[config.mk]
export PLATFORM = sky130hd
export DESIGN_NAME = wave_dac_serializer
export DESIGN_NICKNAME = d
export VERILOG_FILES = /design/src/rtl/wave_dac_serializer.sv
export SDC_FILE = /design/constraint.sdc
export NUM_CORES = 1
export LEC_CHECK = 0
export CORE_MARGIN = 2
export CORE_UTILIZATION = 57
export CTS_BUF_LIST = sky130_fd_sc_hd__clkbuf_8 sky130_fd_sc_hd__clkbuf_16
export DETAILED_ROUTE_END_ITERATION = 6
export GPL_TIMING_DRIVEN = 0
export PLACE_DENSITY = 0.83
export SLEW_MARGIN = 10
export SYNTH_ARGS = -nofsm -noshare
export SYNTH_HDL_FRONTEND = slang
export SYNTH_SLANG_ARGS = --single-unit
[constraint.sdc]
create_clock -name clk_i -period 2.6 [get_ports clk_i]
set_input_delay 0.39 -clock clk_i [delete_from_list [all_inputs] [get_ports clk_i]]
set_output_delay 0.39 -clock clk_i [all_outputs]
set_load 0.05 [all_outputs]
[src/rtl/wave_dac_serializer.sv]
// ============================================================================
// Module   : wave_dac_serializer
// Brief    : Per-channel sample slots, round-robin scheduled onto a framed SPI
//            link (address MSB-first, then sample).
// Revision : 1.0
// ============================================================================
`timescale 1ns/1ps
`default_nettype none

module wave_dac_serializer #(
    parameter int DATA_WIDTH = 8,
    parameter int CHANNELS   = 2,
    parameter int ADDR_BITS  = 1,
    parameter int CLK_DIV    = 1,
    parameter int LSB_FIRST  = 0
) (
    input  logic                  clk_i,
    input  logic                  rst_i,
    input  logic                  enable_i,
    input  logic [DATA_WIDTH-1:0] data_i,
    input  logic [ADDR_BITS-1:0]  channel_i,
    input  logic                  data_valid_strobe_i,
    input  logic                  clear_overrun_i,
    output logic                  sclk_o,
    output logic                  sdo_o,
    output logic                  cs_o,
    output logic                  busy_o,
    output logic                  frame_done_strobe_o,
    output logic                  overrun_o
);

    localparam int FRAME_BITS = ADDR_BITS + DATA_WIDTH;
    localparam int BIT_W      = $clog2(FRAME_BITS);

    localparam logic [7:0]           DIV_RELOAD = 8'(CLK_DIV - 1);
    localparam logic [BIT_W-1:0]     LAST_BIT   = BIT_W'(FRAME_BITS - 1);
    localparam logic [ADDR_BITS-1:0] LAST_CH    = ADDR_BITS'(CHANNELS - 1);

    typedef enum logic [1:0] {
        S_IDLE  = 2'd0,
        S_SETUP = 2'd1,
        S_SHIFT = 2'd2,
        S_HOLD  = 2'd3
    } state_t;

    state_t                  state_q, state_d;
    logic [7:0]              div_q, div_d;
    logic [BIT_W-1:0]        bit_q, bit_d;
    logic                    high_q, high_d;
    logic [FRAME_BITS-1:0]   shreg_q, shreg_d;
    logic                    sclk_q, sclk_d;
    logic                    sdo_q, sdo_d;
    logic                    cs_q, cs_d;
    logic                    busy_q, busy_d;
    logic                    done_q, done_d;
    logic                    ovr_q, ovr_d;
    logic [CHANNELS-1:0]     pending_q, pending_d;
    logic [ADDR_BITS-1:0]    last_q, last_d;
    logic [DATA_WIDTH-1:0]   slot_q [CHANNELS];

    logic                    w_cap, w_found, w_load, w_ovr;
    logic [ADDR_BITS-1:0]    w_sel;
    logic [DATA_WIDTH-1:0]   w_sample, w_rev, w_ord;
    logic [FRAME_BITS-1:0]   w_frame;

    // Out-of-range channels are dropped before touching slots or pending bits.
    assign w_cap  = data_valid_strobe_i && (32'(channel_i) < CHANNELS);
    assign w_load = (state_q == S_IDLE) && enable_i && w_found;

    always_comb begin
        w_found = 1'b0;
        w_sel   = '0;
        for (int i = 0; i < CHANNELS; i++) begin
            for (int c = 0; c < CHANNELS; c++) begin
                if (!w_found && pending_q[c] &&
                    (c == (int'(last_q) + 1 + i) % CHANNELS)) begin
                    w_found = 1'b1;
                    w_sel   = ADDR_BITS'(c);
                end
            end
        end
    end

    always_comb begin
        w_sample = '0;
        for (int c = 0; c < CHANNELS; c++) begin
            if (w_sel == ADDR_BITS'(c)) w_sample = slot_q[c];
        end
        w_rev = '0;
        for (int b = 0; b < DATA_WIDTH; b++) begin
            w_rev[b] = w_sample[DATA_WIDTH-1-b];
        end
        w_ord   = (LSB_FIRST != 0) ? w_rev : w_sample;
        w_frame = {w_sel, w_ord};
    end

    // A slot handed to the shifter this cycle may be refilled without overrun.
    always_comb begin
        pending_d = pending_q;
        w_ovr     = 1'b0;
        for (int c = 0; c < CHANNELS; c++) begin
            if (w_load && (w_sel == ADDR_BITS'(c))) pending_d[c] = 1'b0;
            if (w_cap && (channel_i == ADDR_BITS'(c))) begin
                pending_d[c] = 1'b1;
                if (pending_q[c] && !(w_load && (w_sel == ADDR_BITS'(c)))) w_ovr = 1'b1;
            end
        end
        ovr_d = w_ovr ? 1'b1 : (clear_overrun_i ? 1'b0 : ovr_q);
    end

    always_comb begin
        state_d = state_q;
        div_d   = div_q;
        bit_d   = bit_q;
        high_d  = high_q;
        shreg_d = shreg_q;
        sclk_d  = sclk_q;
        sdo_d   = sdo_q;
        cs_d    = cs_q;
        last_d  = last_q;
        done_d  = 1'b0;
        case (state_q)
            S_IDLE: begin
                if (w_load) begin
                    state_d = S_SETUP;
                    div_d   = DIV_RELOAD;
                    shreg_d = w_frame;
                    cs_d    = 1'b0;
                    sclk_d  = 1'b1;
                    sdo_d   = w_frame[FRAME_BITS-1];
                    last_d  = w_sel;
                end
            end
            S_SETUP: begin
                if (div_q != 8'd0) begin
                    div_d = div_q - 8'd1;
                end else begin
                    state_d = S_SHIFT;
                    div_d   = DIV_RELOAD;
                    bit_d   = '0;
                    high_d  = 1'b0;
                    sclk_d  = 1'b0;
                    sdo_d   = shreg_q[FRAME_BITS-1];
                end
            end
            S_SHIFT: begin
                if (div_q != 8'd0) begin
                    div_d = div_q - 8'd1;
                end else if (!high_q) begin
                    high_d = 1'b1;
                    sclk_d = 1'b1;
                    div_d  = DIV_RELOAD;
                end else if (bit_q == LAST_BIT) begin
                    state_d = S_HOLD;
                    cs_d    = 1'b1;
                    done_d  = 1'b1;
                    div_d   = DIV_RELOAD;
                end else begin
                    // Data changes on the falling sclk edge, stable across the rise.
                    bit_d   = bit_q + 1'b1;
                    high_d  = 1'b0;
                    sclk_d  = 1'b0;
                    shreg_d = shreg_q << 1;
                    sdo_d   = shreg_q[FRAME_BITS-2];
                    div_d   = DIV_RELOAD;
                end
            end
            S_HOLD: begin
                if (div_q != 8'd0) div_d = div_q - 8'd1;
                else               state_d = S_IDLE;
            end
            default: state_d = S_IDLE;
        endcase
        busy_d = (state_d != S_IDLE);
    end

    always_ff @(posedge clk_i) begin
        if (!rst_i) begin
            state_q   <= S_IDLE;
            div_q     <= '0;
            bit_q     <= '0;
            high_q    <= 1'b0;
            shreg_q   <= '0;
            sclk_q    <= 1'b1;
            sdo_q     <= 1'b0;
            cs_q      <= 1'b1;
            busy_q    <= 1'b0;
            done_q    <= 1'b0;
            ovr_q     <= 1'b0;
            pending_q <= '0;
            last_q    <= LAST_CH;
        end else begin
            state_q   <= state_d;
            div_q     <= div_d;
            bit_q     <= bit_d;
            high_q    <= high_d;
            shreg_q   <= shreg_d;
            sclk_q    <= sclk_d;
            sdo_q     <= sdo_d;
            cs_q      <= cs_d;
            busy_q    <= busy_d;
            done_q    <= done_d;
            ovr_q     <= ovr_d;
            pending_q <= pending_d;
            last_q    <= last_d;
        end
    end

    always_ff @(posedge clk_i) begin
        for (int c = 0; c < CHANNELS; c++) begin
            if (w_cap && (channel_i == ADDR_BITS'(c))) slot_q[c] <= data_i;
        end
    end

    assign sclk_o              = sclk_q;
    assign sdo_o               = sdo_q;
    assign cs_o                = cs_q;
    assign busy_o              = busy_q;
    assign frame_done_strobe_o = done_q;
    assign overrun_o           = ovr_q;

endmodule

`default_nettype wire

==> flow_summary.yaml, run 1 <==
status:
  run_status: "finished, final reports clean"
sta:
  final_setup_vio_count: 0
  rsz0062_at_grt: "false"
  final.period_utilization_pct: 81.6
  worst_pin_slew_ns: 0.838
  finalSetupTns_ns: 0
  finalCriticalPeriod_ns: 2.12
  hold_viol: 0
  post-route-worst-setup-slack_ns: 0.480
  max_slew_margin_pct: 44.0
  fmax_mhz: 472
  report.final.slew_viol_count: 0
  final.setup_skew_ns: 0.00643
die:
  initial_utilization_pct: 59.9
  fp-row-count: 23
  die_width_um: 69.1
  floorplan.die_area_mm2: 0.00477
  placeableCoreArea_mm2: 0.00403
  height_of_the_die_um: 69.1
  design.portCount: 20
detailed_routing:
  routed_wirelength_um: 4740
  routed_len_inst_um: 14.6
  viasPerCell: 5.87
  num_vias: 1902
  firstDrtPassIters: 4
  first_iter_violations: 117
  ant_nets: 0
  post-route-drc-count: 0
placed_design:
  place.gp.congestion: 0.857
  portBuffers: 19
  pre_cts_ws_ns: 0.415
  place_hpwl_um: 3500
final_layout:
  insertedDiodeCount: 0
  final_nets: 296
  signed_area_change_from_the_synthesized_netlist_to_the_final_layout_pct: 14.1
  layout-drive-gt1-share_pct: 12.0
  mostFrequentLayoutCells: "sky130_fd_sc_hd__nand2_1 (33), sky130_fd_sc_hd__dfxtp_1 (33), sky130_fd_sc_hd__o21ai_0 (19), sky130_fd_sc_hd__clkdlybuf4s50_1 (19), sky130_fd_sc_hd__edfxtp_1 (16)"
worst_setup_path:
  cp_data_arrival_time_ns: 2.33
  setup.worst_path.class: "flip-flop to flip-flop"
  worst_path_required_ns: 2.81
  setup.worst_path.start_class: "flip-flop"
  kind_of_end_point_of_the_critical_path: "flip-flop"
  cp_max_fo: 9
global_routing:
  grt_pass1_wl_um: 8110
  top_usage_layer: "met2"
  grt_max_degree: 16
  grt_pass1_vias: 1800
  globalRouteTotalUtil_pct: 21.0
  met1_resource_use_gr_pct: 26.9
  grt-ovfl-total: 0
  antenna_violations_before_repair: 0
  grtUsageMet2_pct: 34.2
  met3_usage_in_global_routing_pct: 5.26
synth:
  synth_compound_gate_area_share_pct: 21.9
  synth-simple-area-share_pct: 17.6
  synth_adder_area_share_pct: 4.66
  async_flop_share_pct: 0
  avgSynthCellArea_um2: 9.78
  synth_edf_count: 16
  synthesis.instances: 247
  synthesis.area_mm2: 0.00241
  yosys_warnings: 0
  post_synth_mux_area_share_pct: 4.15
  sequential_fraction_of_the_synthesis_area_pct: 47.3
  syn_nets: 270
  synthXorXnorAreaFrac_pct: 0.363
  dominant_combinational_cell_family_by_area_after_synthesis: "compound AO/OA/AOI/OAI gates"
  synth_top_flop_cell: "sky130_fd_sc_hd__dfxtp_1"
  ys_seq_elements: 49
  post_synth_num_cell_types: 58
cts:
  clk-insertion-delay-late_ns: 0.30
  numCtsBuffers: 5
  clk_pin_slew_ns: 0.09
  htree_levels: 2
  cts_setup_buffers: 0
  postCtsHoldBufs: 0
  cts_root_buffer: "sky130_fd_sc_hd__clkbuf_8"
  cts_num_sinks: 49
  ctsLongestPathBuffers: 2
  tritoncts: "yes"
  cts.repair.resized: 0
flow_run:
  max-cap-violations: 0
power_and_ir_drop:
  power_density_mw_per_mm2: 1050
  leakage_power_figure_nw: 1.04
  peakVddDrop_mv: 0.904
worst_hold_path:
  class_of_the_tightest_hold_or_removal_check: "flip-flop to flip-flop"
==> final cells by class <==
class | instances | area (um2)
Clock inverter | 3 | 18.8
Inverter | 12 | 45.0
Timing Repair Buffer | 19 | 190
Clock buffer | 5 | 68.8
Fill cell | 327 | 1270
Tap cell | 50 | 62.6
Multi-Input combinational cell | 176 | 1170
Buffer | 10 | 53.8
Sequential cell | 49 | 1140
==> logic make-up (layout without fill, tap and decap cells) <==
| logic type | count (synthesis) | count (layout) |
|---|---|---|
| AO/OA/AOI/OAI | 76 | 76 |
| XOR/XNOR | 1 | 1 |
| adder cells (fa/ha/maj) | 9 | 9 |
| buffers and inverters | 22 | 49 |
| flip-flops | 49 | 49 |
| multiplexers | 10 | 10 |
| AND/OR/NAND/NOR | 80 | 80 |
==> power breakdown <==
part           internal, mW  switching, mW
Clock                 0.186          0.252
Sequential            0.925          0.130
Combinational         0.571          0.818
==> registers in the layout, indices dropped and copies added, names as in the netlist <==
signal               cells
overrun_o                1
slot_q                  16
high_q                   1
bit_q                    4
last_q                   1
sdo_o                    1
shreg_q                  9
sclk_o                   1
frame_done_strobe_o      1
div_q                    8
busy_o                   1
pending_q                2
cs_o                     1
state_q                  2
==> stage by stage <==
stage,hold slack (ns),power [mW],util [%],instances,area [um2]
global route,0.491,3.07,68.4,324,2760
floorplan,0.434,2.14,-,247,2410
CTS,0.470,2.88,68.4,324,2760
global placement,0.443,2.42,66.2,316,2670
finish,0.466,2.88,68.4,324,2760
detailed placement,0.457,2.44,66.2,316,2670
==> Yosys cell counts, types with 3 or more instances <==
cell | count | area [um2]
sky130_fd_sc_hd__a21oi_1 | 14 | 70.1
sky130_fd_sc_hd__dfxtp_1 | 33 | 661
sky130_fd_sc_hd__nand2_1 | 33 | 124
sky130_fd_sc_hd__a31oi_1 | 4 | 25.0
sky130_fd_sc_hd__o21a_1 | 5 | 37.5
sky130_fd_sc_hd__edfxtp_1 | 16 | 480
sky130_fd_sc_hd__or2_2 | 3 | 18.8
sky130_fd_sc_hd__a211oi_1 | 3 | 22.5
sky130_fd_sc_hd__o21ai_0 | 19 | 95.1
sky130_fd_sc_hd__nand3_1 | 5 | 25.0
sky130_fd_sc_hd__mux2i_1 | 10 | 100
sky130_fd_sc_hd__inv_1 | 12 | 45.0
sky130_fd_sc_hd__or3_1 | 4 | 25.0
sky130_fd_sc_hd__a31o_2 | 7 | 61.3
sky130_fd_sc_hd__clkbuf_1 | 7 | 26.3
sky130_fd_sc_hd__o21ai_1 | 3 | 15.0
sky130_fd_sc_hd__ha_1 | 9 | 113
sky130_fd_sc_hd__nor2_1 | 13 | 48.8
==> path summary, 6_finish.rpt <==
check	cells past startpoint	startpoint	slack [ns]	end
worst max-delay path	7	div_q[0]$_SDFFE_PN0P_	0.48	shreg_q[0]$_SDFFE_PN0P_
worst min-delay path	2	shreg_q[1]$_SDFFE_PN0P_	0.47	shreg_q[1]$_SDFFE_PN0P_
worst max register to register	7	div_q[0]$_SDFFE_PN0P_	0.48	shreg_q[0]$_SDFFE_PN0P_
worst min register to register	2	shreg_q[1]$_SDFFE_PN0P_	0.47	shreg_q[1]$_SDFFE_PN0P_
==> worst max-delay path, stage by stage (launching register included) <==
cell                      delay, ns
sky130_fd_sc_hd__dfxtp_1       0.35
sky130_fd_sc_hd__inv_1         0.09
sky130_fd_sc_hd__ha_1          0.18
sky130_fd_sc_hd__nor3b_1       0.48
sky130_fd_sc_hd__nand2_2       0.23
sky130_fd_sc_hd__a211o_1       0.34
sky130_fd_sc_hd__buf_6         0.15
sky130_fd_sc_hd__a31o_1        0.21
==> routing by layer <==
metal	routed length [um]	up-vias
met5	0	-
met4	95	0
met3	210	11
met2	2280	48
met1	2160	883
li1	-	960
(Power assumes the default switching activity.)
==> inputs of run 2 (changes only) <==
==> constraint.sdc (replaced) <==
create_clock -name clk_i -period 2.05 [get_ports clk_i]
set_input_delay 0.3075 -clock clk_i [delete_from_list [all_inputs] [get_ports clk_i]]
set_output_delay 0.3075 -clock clk_i [all_outputs]
set_load 0.05 [all_outputs]
==> run 2 against run 1 <==
Setup slack got worse by 0.34 ns. Sequential share of layout area barely moved. Total power rose by 27%. Clock power rose by 27%. Flip-flop and latch count did not move. Largest cell class unchanged. Largest power group unchanged. Highest routed layer unchanged.
==> flow_summary.yaml, run 2 (same netlist as run 1, synthesis figures left out) <==
status:
  run_status: "finished, final reports clean"
global_routing:
  antenna_violations_before_repair: 0
  globalRouteTotalUtil_pct: 21.0
  grt_pass1_wl_um: 8110
  grt_pass1_vias: 1807
  grt-ovfl-total: 0
  grt_max_degree: 16
power_and_ir_drop:
  power_density_mw_per_mm2: 1330
  leakage_power_figure_nw: 1.04
  peakVddDrop_mv: 1.15
  p_total_mw: 3.67
flow_run:
  max-cap-violations: 0
worst_setup_path:
  cp.buffers_inverters: 0
  kind_of_end_point_of_the_critical_path: "flip-flop"
  setup.worst_path.start_class: "flip-flop"
  cp_data_arrival_time_ns: 2.11
  cpMaxStageDelayCell: "sky130_fd_sc_hd__or4bb_1"
  worst_path_largest_cell_delay_ns: 0.61
  setup.worst_path.class: "flip-flop to flip-flop"
  cp_max_fo: 6
  worst_path_required_ns: 2.25
  cp_top_family: "simple AND/OR/NAND/NOR gates"
  critical_path.cell_chain: "ha_1 > or4bb_1 > o22ai_2 > or3_1 > a21oi_1"
cts:
  postCtsHoldBufs: 0
  tritoncts: "yes"
  numCtsBuffers: 5
  ctsLongestPathBuffers: 2
  clk-insertion-delay-late_ns: 0.31
  clk_pin_slew_ns: 0.09
  cts_setup_buffers: 0
  cts_root_buffer: "sky130_fd_sc_hd__clkbuf_8"
  htree_levels: 2
  cts_num_sinks: 49
placed_design:
  portBuffers: 19
  pre_cts_ws_ns: -0.0525
  place.gp.congestion: 0.857
  place_hpwl_um: 3500
sta:
  finalCriticalPeriod_ns: 1.91
  hold_viol: 0
  fmax_mhz: 524
  report.final.slew_viol_count: 0
  final.period_utilization_pct: 93.1
  final_setup_vio_count: 0
  final.setup_skew_ns: 0.00723
  max_slew_margin_pct: 44.5
  worst_pin_slew_ns: 0.831
  post-route-worst-setup-slack_ns: 0.142
  rsz0062_at_grt: "false"
die:
  height_of_the_die_um: 69.1
  placeableCoreArea_mm2: 0.00403
  fp-row-count: 23
  initial_utilization_pct: 59.9
  design.portCount: 20
  floorplan.die_area_mm2: 0.00477
  die_width_um: 69.1
detailed_routing:
  routed_len_inst_um: 14.6
  routed_wirelength_um: 4700
  ant_nets: 0
  post-route-drc-count: 0
  num_vias: 1886
  firstDrtPassIters: 4
  first_iter_violations: 139
  viasPerCell: 5.86
final_layout:
  largestRegisters: "slot_q x16, shreg_q x9, div_q x8"
  mostFrequentLayoutCells: "sky130_fd_sc_hd__nand2_1 (33), sky130_fd_sc_hd__dfxtp_1 (33), sky130_fd_sc_hd__o21ai_0 (19), sky130_fd_sc_hd__clkdlybuf4s50_1 (19), sky130_fd_sc_hd__edfxtp_1 (16)"
  layout-drive-gt1-share_pct: 13.2
  largest_reg_flops: 16
  insertedDiodeCount: 0
  final_nets: 294
  signed_area_change_from_the_synthesized_netlist_to_the_final_layout_pct: 14.1
  top_register: "slot_q"
worst_hold_path:
  class_of_the_tightest_hold_or_removal_check: "flip-flop to flip-flop"
==> run 2: layout make-up <==
type,instances,area [um2]
buffer,8,47.5
clock buffer,5,68.8
clock inverter,3,18.8
fill,330,1270
inverter,12,45.0
multi-input combinational,176,1180
sequential,49,1140
tap,50,62.6
timing repair buffer,19,190
==> run 2: worst paths after layout <==
| kind | start | endpoint | slack (ns) | cells after the start |
|---|---|---|---|---|
| setup reg to reg | state_q[1]$_SDFF_PN0_ | div_q[5]$_SDFFE_PN0P_ | 0.14 | 5 |
| hold / removal | shreg_q[1]$_SDFFE_PN0P_ | shreg_q[1]$_SDFFE_PN0P_ | 0.47 | 2 |
| hold reg to reg | shreg_q[1]$_SDFFE_PN0P_ | shreg_q[1]$_SDFFE_PN0P_ | 0.47 | 2 |
| setup / recovery | state_q[1]$_SDFF_PN0_ | div_q[5]$_SDFFE_PN0P_ | 0.14 | 5 |
==> run 2: through the flow <==
stage	instance area [um2]	TNS [ns]	hold WS [ns]	util, %	cells
3_5_place_dp	2670	-0.178	0.457	66.2	316
4_1_cts	2760	0	0.470	68.4	323
2_1_floorplan	2410	0	0.406	-	247
6_report	2760	0	0.466	68.4	322
5_1_grt	2760	0	0.491	68.4	322
3_3_place_gp	2670	-0.0605	0.443	66.2	316
==> run 2: metal layers <==
layer  up-vias  track usage [%]  wire, um
li1        954                -         -
met1       883             26.8      2170
met2        37             34.0      2240
met3        12             5.41       178
met4         0             8.50       106
met5         -                0         0
==> run 2: power by group <==
group	leakage, nW	switching, mW	internal (mW)
Combinational	0.583	1.03	0.739
Sequential	0.419	0.169	1.17
Clock	0.0416	0.323	0.236
==> run 2: timing repair <==
action	4_1_cts	5_1_grt
resized for setup	1	4
setup endpoints to repair	1	6
pin swaps	0	0
==> run 2: worst register-to-register path: cells and delay by family, from the launching register on <==
kind,cells,cell delay [ns]
and+or+nand+nor,2,0.77
DFF,1,0.41
AOI/OAI and AO/OA,2,0.35
adders and majority gates,1,0.28
==> edit 1 (flow settings as in run 2) <==
Put one more register stage on the output `cs_o`, cleared by the reset. The value now appears one clock later. The other outputs are not delayed to match.
--- a/src/rtl/wave_dac_serializer.sv
+++ b/src/rtl/wave_dac_serializer.sv
@@ -216,3 +216,9 @@
     assign sdo_o               = sdo_q;
-    assign cs_o                = cs_q;
+    always_ff @(posedge clk_i) begin
+        if (!rst_i) begin
+            cs_o <= '0;
+        end else begin
+            cs_o <= cs_q;
+        end
+    end
     assign busy_o              = busy_q;
Function: changed (a bounded check fails within 4 cycles, from zero or initial values and one cycle with rst_i low).
==> edit 1 against run 2 <==
Cell area is 4.1% higher. Cell count is 6.2% higher. Setup slack lost 0.031 ns. Synthesized cell count grew 6.9%. Count of clock-buffer cells in the layout is the same. Synthesized area up 2.9%. Total power fell by 12%. Global-route usage increased by 0.57 points. Critical endpoint unchanged. Critical path depth grew 1. Sequential cell count increased by 1. Largest power group unchanged. First-iteration DRC count grew 36%. Wire length is 4.9% higher.
==> edit 1: results (changes against run 2) <==
Synth
  • Top post-synthesis cells by count: nand2_1, dfxtp_1, a21oi_1 (was dfxtp_1, nand2_1, o21ai_0)
  • Xor-xnor portion of the synthesized cell area: 0% (was 0.363%)
  • Synthesized instance count: 264 (was 247)
  • Yosys cell types: 53 (was 58)
  • Compound-Gate Fraction of Synth Area: 21.2% (was 21.9%)
  • Post-synthesis sequential area ratio: 46.7% (was 47.3%)
  • Synth area leaders: dfxtp_1, edfxtp_1, nand2_1 (unchanged)
  • Synthesized Nets: 287 (was 270)
  • Adder-cell share of the synthesized area: 4.53% (was 4.66%)

Power
  • Leak: 1.09 nW (was 1.04 nW)

Detailed routing
  • Initial DRC count: 189 (was 139)
  • Via Count: 2044 (was 1886)
  • Routed length per instance: 14.4 µm (was 14.6 µm)

Cells and area
  • Share of layout cells above drive strength 1: 11.7% (was 13.2%)
  • Synthesis-to-finish area growth: 15.5% (was 14.1%)
  • # fillers: 363 (was 330)

Placement
  • Dpl cell area: 0.00274 mm² (was 0.00267 mm²)
  • Place WS: -0.140 ns (was -0.0525 ns)
  • Placed insts: 335 (was 316)

STA
  • WHS: 0.461 ns (was 0.466 ns)
  • Skew final: 0.00810 ns (was 0.00723 ns)
  • Relative slew slack: 41.6% (was 44.5%)

Outcome
  • Status: complete, no violations (unchanged)

Min path
  • WHS Endpoint: shreg_q[5]$_SDFFE_PN0P_ (was shreg_q[1]$_SDFFE_PN0P_)
  • Hold_sp: shreg_q[5]$_SDFFE_PN0P_ (was shreg_q[1]$_SDFFE_PN0P_)

Worst setup path
  • Reg2reg setup slack: 0.11 ns (was 0.14 ns)
  • FF-to-FF path depth: 6 (was 5)

GRT
  • Vias in the first global route: 1914 (was 1807)
  • Global-route wire length before repair: 8550 µm (was 8110 µm)
[edit 1: cell count changes after synthesis, moves of 3 or more]
cell      before  now
a21oi_1       14   19
nor2_1        13   16
a211oi_1       3    0
or3_1          4    1
a21o_1         0    3
nand2_1       33   38
[edit 1: metal layers]
layer	GRT usage (%)	vias up	part of all wire [%]
li1	-	1017	-
met1	27.7	969	43
met2	36.5	51	51
met3	4.47	7	4.9
met4	6.84	0	1.2
met5	0	-	0
[edit 1: worst max path at each step]
stage               slack [ns]  cells after the start                      end
finish                    0.11                      6    div_q[5]$_SDFFE_PN0P_
global route           -0.0008                      5        busy_o$_SDFF_PN0_
CTS                      0.007                      6    bit_q[3]$_SDFFE_PN0P_
detailed placement       -0.14                      8  shreg_q[7]$_SDFFE_PN0P_
global placement         -0.11                      8  shreg_q[6]$_SDFFE_PN0P_
floorplan                 0.23                      7  shreg_q[0]$_SDFFE_PN0P_
[edit 1: critical path, cell delays in order, from the launching register on]
cell and delay [ns]:
dfxtp_1 0.42, inv_1 0.13, ha_1 0.26, clkbuf_2 0.20, a21o_1 0.25, or4_1 0.47
a21oi_1 0.14
[edit 1: where the power goes]
group	switching [W]	internal [W]	total (W)
Sequential	0.000104	0.00116	0.00127
Clock	0.000323	0.000359	0.000683
Combinational	0.000786	0.000513	0.00130
Total	0.00121	0.00204	0.00325
[edit 1: area by class of cell]
cell class,count,share of cell area [%]
clock inverter,3,1.39
tap,52,2.27
clock buffer,5,2.40
multi-input combinational,189,42.9
inverter,13,1.70
sequential,50,40.5
timing repair buffer,19,6.63
buffer,11,2.31
==> edit 2 (config.mk and constraints of run 2) <==
Without the edit above. `CHANNELS`: 2 -> 4.
--- a/src/rtl/wave_dac_serializer.sv
+++ b/src/rtl/wave_dac_serializer.sv
@@ -11,3 +11,3 @@
     parameter int DATA_WIDTH = 8,
-    parameter int CHANNELS   = 2,
+    parameter int CHANNELS   = 4,
     parameter int ADDR_BITS  = 1,
Check against the original RTL: same outputs for any inputs over 4 cycles, from zero or initial values and one cycle with rst_i low; that may be too few to reach the edited logic, so the function may still have changed.
==> edit 2 against run 2 <==
First-iteration DRC count fell by 27%. Critical path depth rose by 3. Maximum frequency rose by 0.60%. Setup slack improved by 0.011 ns. Sequential cell count did not move. Cell area fell by 0.41%. Wire length fell by 5.7%. Global-route usage barely moved. Utilization rose by 0.21 points. Cell count fell by 1.6%. Synthesized area fell by 1.3%. Highest routed layer unchanged.
Power is not compared: it rests on default switching activity, and its combinational part moved more than twofold at a synthesized area within 25%.
==> edit 2: results (changes against run 2) <==
Detailed routing
  • Via Count: 1781 (was 1886)
  • Met1 WL: 2060 µm (was 2170 µm)
  • Vias per cell: 5.62 (was 5.86)

GRT
  • Vias in the first global route: 1546 (was 1807)
  • GR Layer Usage met2: 32.7% (was 34.0%)
  • Global-route wire length before repair: 7220 µm (was 8110 µm)
  • Met1 Use GR: 28.9% (was 26.8%)

Synth
  • Synthesized Nets: 261 (was 270)
  • Mux share of post-synthesis cell area: 7.56% (was 4.15%)
  • Top post-synthesis cells by count: dfxtp_1, nand2_1, nor2_1 (was dfxtp_1, nand2_1, o21ai_0)
  • Xor-xnor portion of the synthesized cell area: 2.57% (was 0.363%)
  • Synthesized instance count: 240 (was 247)
  • Post-synth top area share: 27.7% (was 27.4%)

Placement
  • Detailed placer's ending HPWL: 3180 µm (was 3500 µm)
  • Dpl cell area: 0.00264 mm² (was 0.00267 mm²)
  • Placed insts: 309 (was 316)
  • Gpl congestion: 0.816 (was 0.857)

Cells and area
  • Clk tree area frac: 3.28% (was 3.18%)
  • Non-clock buffer count: 29 (was 27)
  • Comb_multi_in: 172 (was 176)
  • Nonclk inv count: 9 (was 12)
  • Non-Clock Buffer Area Fraction: 9.43% (was 8.62%)

Worst setup path
  • FF-to-FF path depth: 8 (was 5)
  • Worst reg2reg path startpoint: state_q[0]$_SDFF_PN0_ (was state_q[1]$_SDFF_PN0_)

STA
  • Worst Max-Slew Pin Slew: 0.797 ns (was 0.831 ns)

Outcome
  • Status: complete, no violations (unchanged)
==> edit 2: path summary, 6_finish.rpt <==
kind	end	slack, ns
worst min-delay path	shreg_q[2]$_SDFFE_PN0P_	0.47
worst max register to register	shreg_q[0]$_SDFFE_PN0P_	0.15
worst min register to register	shreg_q[2]$_SDFFE_PN0P_	0.47
worst max-delay path	shreg_q[0]$_SDFFE_PN0P_	0.15
==> edit 2: cells by family (layout without fill, tap and decap cells) <==
group | count (synthesis) | after routing
adders and majority gates | 7 | 7
buffers and inverters | 19 | 46
AOI/OAI and AO/OA | 53 | 53
xor gates and xnor gates | 7 | 7
and+or+nand+nor | 87 | 87
DFF | 49 | 49
muxes | 18 | 18
==> edit 2: worst max-delay path, cell delays in order, from the launching register on <==
cell and delay (ns):
dfxtp_1 0.36, inv_1 0.09, ha_1 0.15, clkbuf_1 0.36
nand2_1 0.15, nor3_2 0.19, o21ai_1 0.11, buf_6 0.17
a31o_1 0.21
